$ cat src/rtl/game_timing_pkg.sv
// Shared timing constants and sequencer state encoding for the game tick path.
package game_timing_pkg;

  localparam int TIME_W = 28;

  localparam logic [TIME_W-1:0] LEVEL0_INTERVAL = 28'd12_499_999;
  localparam logic [TIME_W-1:0] LEVEL1_INTERVAL = 28'd9_999_999;
  localparam logic [TIME_W-1:0] LEVEL2_INTERVAL = 28'd7_142_856;
  localparam logic [TIME_W-1:0] LEVEL3_INTERVAL = 28'd4_999_999;

  typedef enum logic [2:0] {
    IDLE      = 3'd0,
    MOVE_REQ  = 3'd1,
    MOVE_WAIT = 3'd2,
    DRAW_REQ  = 3'd3,
    DRAW_WAIT = 3'd4
  } sched_state_e;

  function automatic logic [TIME_W-1:0] interval_for_level(input logic [1:0] lvl);
    case (lvl)
      2'd0:    return LEVEL0_INTERVAL;
      2'd1:    return LEVEL1_INTERVAL;
      2'd2:    return LEVEL2_INTERVAL;
      2'd3:    return LEVEL3_INTERVAL;
      default: return LEVEL0_INTERVAL;
    endcase
  endfunction

endpackage

$ cat src/rtl/tick_detect.sv
// Drives the interval counter (interval, enable, clear) and turns its wrap point
// into a single-cycle game tick.
module tick_detect
  import game_timing_pkg::*;
(
  input  logic              clock_50,
  input  logic              resetn,
  input  logic [1:0]        level,
  input  logic              pause,
  input  logic [TIME_W-1:0] cur_time,
  output logic [TIME_W-1:0] counter_interval,
  output logic              counter_en,
  output logic              counter_reset,
  output logic              tick
);

  logic [1:0]        level_q;
  logic [1:0]        level_prev_q;
  logic [TIME_W-1:0] interval_q;
  logic              creset_q;
  logic              pause_q;
  logic              rstn_q;

  // The clear pulse lands one cycle after the new interval is loaded, so the
  // counter restarts against the new terminal value.
  always_ff @(posedge clock_50) begin
    if (!resetn) begin
      level_q      <= 2'd0;
      level_prev_q <= 2'd0;
      interval_q   <= interval_for_level(2'd0);
      creset_q     <= 1'b1;
      pause_q      <= 1'b0;
      rstn_q       <= 1'b0;
    end else begin
      level_q      <= level;
      level_prev_q <= level_q;
      interval_q   <= interval_for_level(level);
      creset_q     <= (level_q != level_prev_q);
      pause_q      <= pause;
      rstn_q       <= 1'b1;
    end
  end

  assign counter_interval = interval_q;
  assign counter_reset    = creset_q;
  assign counter_en       = ~pause_q & rstn_q;
  assign tick             = counter_en & ~creset_q & (cur_time == interval_q);

endmodule

$ cat src/rtl/move_scheduler.sv
// Per-tick sequencer: one move request per agent (Pacman first) over req/ack,
// then a redraw request; ticks arriving mid-sequence are counted as overruns.
module move_scheduler
  import game_timing_pkg::*;
#(
  parameter int NUM_AGENTS = 5,
  parameter int TICK_CNT_W = 16
) (
  input  logic                  clock_50,
  input  logic                  resetn,
  input  logic [1:0]            level,
  input  logic                  pause,
  input  logic [TIME_W-1:0]     cur_time,
  output logic [TIME_W-1:0]     counter_interval,
  output logic                  counter_en,
  output logic                  counter_reset,
  output logic [NUM_AGENTS-1:0] move_req,
  input  logic [NUM_AGENTS-1:0] move_ack,
  output logic                  draw_req,
  input  logic                  draw_ack,
  output logic                  busy,
  output logic [TICK_CNT_W-1:0] tick_count,
  output logic                  overrun,
  input  logic                  clear_overrun
);

  localparam int IDX_W = (NUM_AGENTS > 1) ? $clog2(NUM_AGENTS) : 1;
  localparam logic [IDX_W-1:0] LAST_IDX = IDX_W'(NUM_AGENTS - 1);

  sched_state_e          state_q;
  logic [IDX_W-1:0]      idx_q;
  logic [IDX_W-1:0]      idx_d;
  logic [NUM_AGENTS-1:0] move_req_q;
  logic                  draw_req_q;
  logic                  busy_q;
  logic [TICK_CNT_W-1:0] tick_count_q;
  logic [TICK_CNT_W-1:0] tick_count_d;
  logic                  overrun_q;
  logic                  tick;

  tick_detect u_tick_detect (
    .clock_50         (clock_50),
    .resetn           (resetn),
    .level            (level),
    .pause            (pause),
    .cur_time         (cur_time),
    .counter_interval (counter_interval),
    .counter_en       (counter_en),
    .counter_reset    (counter_reset),
    .tick             (tick)
  );

  assign idx_d        = idx_q + IDX_W'(1);
  assign tick_count_d = tick_count_q + TICK_CNT_W'(1);

  // Sequencing FSM; every request passes through a REQ state so a dropped
  // request always stays low for one cycle before the next one rises.
  always_ff @(posedge clock_50) begin
    if (!resetn) begin
      state_q      <= IDLE;
      idx_q        <= '0;
      move_req_q   <= '0;
      draw_req_q   <= 1'b0;
      busy_q       <= 1'b0;
      tick_count_q <= '0;
      overrun_q    <= 1'b0;
    end else begin
      if (tick && (state_q != IDLE)) begin
        overrun_q <= 1'b1;
      end else if (clear_overrun) begin
        overrun_q <= 1'b0;
      end else begin
        overrun_q <= overrun_q;
      end

      case (state_q)
        IDLE: begin
          if (tick) begin
            idx_q        <= '0;
            busy_q       <= 1'b1;
            tick_count_q <= tick_count_d;
            state_q      <= MOVE_REQ;
          end
        end
        MOVE_REQ: begin
          move_req_q <= NUM_AGENTS'(1) << idx_q;
          state_q    <= MOVE_WAIT;
        end
        MOVE_WAIT: begin
          if (move_ack[idx_q]) begin
            move_req_q <= '0;
            if (idx_q == LAST_IDX) begin
              state_q <= DRAW_REQ;
            end else begin
              idx_q   <= idx_d;
              state_q <= MOVE_REQ;
            end
          end
        end
        DRAW_REQ: begin
          draw_req_q <= 1'b1;
          state_q    <= DRAW_WAIT;
        end
        DRAW_WAIT: begin
          if (draw_ack) begin
            draw_req_q <= 1'b0;
            busy_q     <= 1'b0;
            state_q    <= IDLE;
          end
        end
        default: begin
          move_req_q <= '0;
          draw_req_q <= 1'b0;
          busy_q     <= 1'b0;
          state_q    <= IDLE;
        end
      endcase
    end
  end

  assign move_req   = move_req_q;
  assign draw_req   = draw_req_q;
  assign busy       = busy_q;
  assign tick_count = tick_count_q;
  assign overrun    = overrun_q;

endmodule

$ cat config.mk
export PLATFORM = sky130hd
export DESIGN_NAME = move_scheduler
export DESIGN_NICKNAME = d
export VERILOG_FILES = /design/src/rtl/game_timing_pkg.sv /design/src/rtl/tick_detect.sv /design/src/rtl/move_scheduler.sv
export SDC_FILE = /design/constraint.sdc
export NUM_CORES = 1
export LEC_CHECK = 0
export CELL_PAD_IN_SITES_DETAIL_PLACEMENT = 1
export CELL_PAD_IN_SITES_GLOBAL_PLACEMENT = 1
export CORE_MARGIN = 2
export CORE_UTILIZATION = 29
export CTS_CLUSTER_DIAMETER = 120
export CTS_CLUSTER_SIZE = 16
export DETAILED_ROUTE_END_ITERATION = 10
export PLACE_DENSITY = 0.86
export SLEW_MARGIN = 20
export SYNTH_ARGS = -nofsm -noshare
export SYNTH_HDL_FRONTEND = slang
export SYNTH_HIERARCHICAL = 1
export SYNTH_SLANG_ARGS = --single-unit
$ cat constraint.sdc
create_clock -name clock_50 -period 2.9 [get_ports clock_50]
set_input_delay 0.58 -clock clock_50 [delete_from_list [all_inputs] [get_ports clock_50]]
set_output_delay 0.58 -clock clock_50 [all_outputs]
set_load 0.05 [all_outputs]
==> impl_metrics.py <==
metrics = {
    "drt": {
        "drc": 0,
        "routed_wl_um": 7120,
        "drt_first_pass_iters": 4,
        "vias": 2244,
        "wl_per_cell_um": 15.4,
        "ant_nets": 0,
        "first_iter_violations": 61,
        "detail_route.vias_per_cell": 4.85,
    },
    "placed_design": {
        "dp.cells": 454,
        "gp_congestion": 0.794,
        "dp_hpwl_um": 5310,
        "portBuffers": 86,
    },
    "global_routing": {
        "antenna_found_initial": 0,
        "grt_pass1_vias": 2314,
        "grt_pass1_wl_um": 11200,
        "overflow": 0,
        "grt_max_degree": 27,
        "grt_usage": 0.155,
    },
    "die": {
        "die_y_um": 95.8,
        "dieArea_mm2": 0.00918,
        "num_rows": 33,
        "core_area_mm2": 0.00818,
        "die_x_um": 95.8,
        "start_util": 0.299,
        "top_level_ports": 94,
    },
    "logic_synthesis": {
        "synth_compound_area_frac": 0.139,
        "synthFlopType": "dfxtp_1",
        "synth-simple-area-share": 0.263,
        "syn_avg_cell_area_um2": 8.92,
        "synth_seq_area_share": 0.385,
        "yosys.area.top_type": "dfxtp_1",
        "synth_top_area_frac": 0.385,
        "synth_xor_area_frac": 0.0466,
        "ys_warn_count": 6,
        "synth_top_family_by_area": "simple AND/OR/NAND/NOR gates",
        "synth_cell_types": 52,
        "async_flop_share": 0,
        "synth_area_mm2": 0.00244,
        "syn-instance-count": 274,
        "synth-edff-count": 0,
        "yosys-mux-area-fraction": 0.0164,
        "ys_seq_elements": 47,
        "ys_top_cells_by_area": "dfxtp_1 38%, ha_1 6.1%, buf_4 5.5%, nand2_1 3.2%, xor2_1 3.2%",
        "synth_fa_ha_area_frac": 0.0614,
    },
    "clock_network": {
        "clock-sinks": 47,
        "htree_levels": 2,
        "root_buffer": "clkbuf_8",
        "clk_pin_slew_ps": 80,
        "cts_made_buffers": 5,
        "cts_buffer_depth": 2,
        "cts_tree": "done",
        "insertion_delay_ps": 290,
    },
    "power": {
        "p_leak_nw": 1.42,
        "cellPowerDensity_mw_per_mm2": 360,
        "power_mw": 1.29,
        "ir_drop_v": 0.000159,
    },
    "final_layout": {
        "fillers": 946,
        "final_cells": 463,
        "multi_input_area_mm2": 0.00141,
        "syn_to_final_growth_pct": 46.4,
        "layout-drive-gt1-share": 0.101,
        "diodes": 0,
        "regArea_um2": 941,
        "fin_nets": 409,
    },
    "timing": {
        "period_share": 0.991,
        "setup_viol": 0,
        "final_hold_viol_count": 0,
        "fin_worst_skew_ps": 4.10,
        "slew_violations": 0,
        "tightest_slew_ps": 713,
        "clock.fmax_mhz": 348,
        "fin_crit_ps": 2870,
        "max-slew-margin-rel": 0.525,
    },
    "critical_path": {
        "required_ps": 3130,
        "startpoint_type": "primary input",
        "crit_type": "in2reg",
        "critPathCaptureType": "flop",
        "critical_path_peak_fanout": 7,
        "crit_arrival_ps": 3100,
    },
    "status": {
        "outcome": "finished, final reports clean",
    },
    "job": {
        "maxCapViolations": 0,
    },
    "min_path": {
        "hp-class": "reg2reg",
    },
}
==> through the flow <==
step / hold WS, ps / TNS (ps) / instance area (um2) / setup slack, ps / utilization
2_1_floorplan: 451 / 0 / 2470 / 153 / -
3_3_place_gp: 462 / -1660 / 3360 / -213 / 0.410
3_5_place_dp: 472 / -2520 / 3360 / -331 / 0.410
4_1_cts: 489 / 0 / 3450 / 2.88 / 0.422
5_1_grt: 512 / -130 / 3580 / -33.2 / 0.438
6_report: 482 / 0 / 3580 / 26.8 / 0.438
==> sequential cells by signal, indices dropped and copies added (netlist names) <==
register,cells
draw_req,1
idx_q,3
u_tick_detect/pause_q,1
busy,1
tick_count,16
overrun,1
u_tick_detect/rstn_q,1
u_tick_detect/counter_reset,1
u_tick_detect/level_prev_q,2
state_q,3
u_tick_detect/level_q,2
u_tick_detect/counter_interval,10
move_req,5
==> cells in the final DEF (no fill, tap or decap), types with 10 or more instances in the layout <==
master,n
clkdlybuf4s50_1,70
dlymetal6s2s_1,16
buf_4,10
ha_1,12
inv_1,10
a21oi_1,14
nand2_1,21
nor2_1,16
dfxtp_1,47
o21ai_0,13
==> Yosys cell counts (3+ instances only) <==
library cell / n
a21boi_0: 4
a21oi_1: 15
and2_1: 7
and3_1: 4
buf_4: 18
clkbuf_1: 3
dfxtp_1: 47
ha_1: 12
inv_1: 10
mux2i_1: 4
nand2_1: 21
nand2b_1: 4
nand3_1: 9
nand3b_1: 3
nand4_1: 5
nor2_1: 16
nor2b_1: 3
nor4_1: 5
o21a_1: 4
o21ai_0: 13
o31ai_1: 5
or2_2: 3
or3_1: 11
xnor2_1: 4
xor2_1: 9
==> power breakdown <==
part | total [mW] | switching [mW] | internal [mW] | leakage [nW]
logic | 0.234 | 0.138 | 0.0963 | 0.997
registers | 0.671 | 0.0128 | 0.658 | 0.383
clock network | 0.385 | 0.215 | 0.170 | 0.0422
total | 1.29 | 0.366 | 0.924 | 1.42
==> final cells by class <==
class                   instances  area share
clock buffers                   7      0.0213
clock inverters                 1     0.00140
repair buffers                 96       0.273
inverters                      11      0.0115
flip-flops and latches         47       0.263
well taps                     105      0.0367
multi-input cells             196       0.393
==> kinds of logic (layout without fill, tap and decap cells) <==
| logic type | Yosys count | in the layout |
|---|---|---|
| other cells | 2 | 7 |
| buf+inv | 36 | 115 |
| mux | 4 | 4 |
| flops | 47 | 47 |
| fa+ha+maj | 12 | 12 |
| compound gates | 53 | 53 |
| xor+xnor | 13 | 13 |
| simple gates | 107 | 107 |
==> worst max-delay path, stage by stage <==
cell and delay (ps):
clkdlybuf4s50_1 490, a21boi_1 100, and4b_1 300, nand4_1 170, a2111oi_4 290, buf_4 170, nor4b_4 270, nand4_4 180
or3_4 420, a21oi_2 140
==> worst paths after layout <==
kind,slack [ps],to,cells after the start,startpoint
setup / recovery,30,tick_count[14],10,cur_time[8]
hold / removal,480,draw_req,2,draw_req
setup reg to reg,270,tick_count[14],9,u_tick_detect/counter_interval[4]
hold reg to reg,480,draw_req,2,draw_req
==> metal layers <==
| metal | global-route usage | routed length, um | vias up |
|---|---|---|---|
| li1 | - | - | 1109 |
| met1 | 0.190 | 3030 | 1071 |
| met2 | 0.270 | 3710 | 51 |
| met3 | 0.0258 | 227 | 13 |
| met4 | 0.0583 | 155 | 0 |
| met5 | 0 | 0 | - |
==> what timing repair did <==
action | CTS | global route
resized for setup | 1 | 30
endpoints found under the setup margin | 1 | 13
pin swaps | 1 | 14
hold buffers | 0 | 0
setup buffers | 1 | 0
Note: power is estimated with default switching activity, not from simulation.
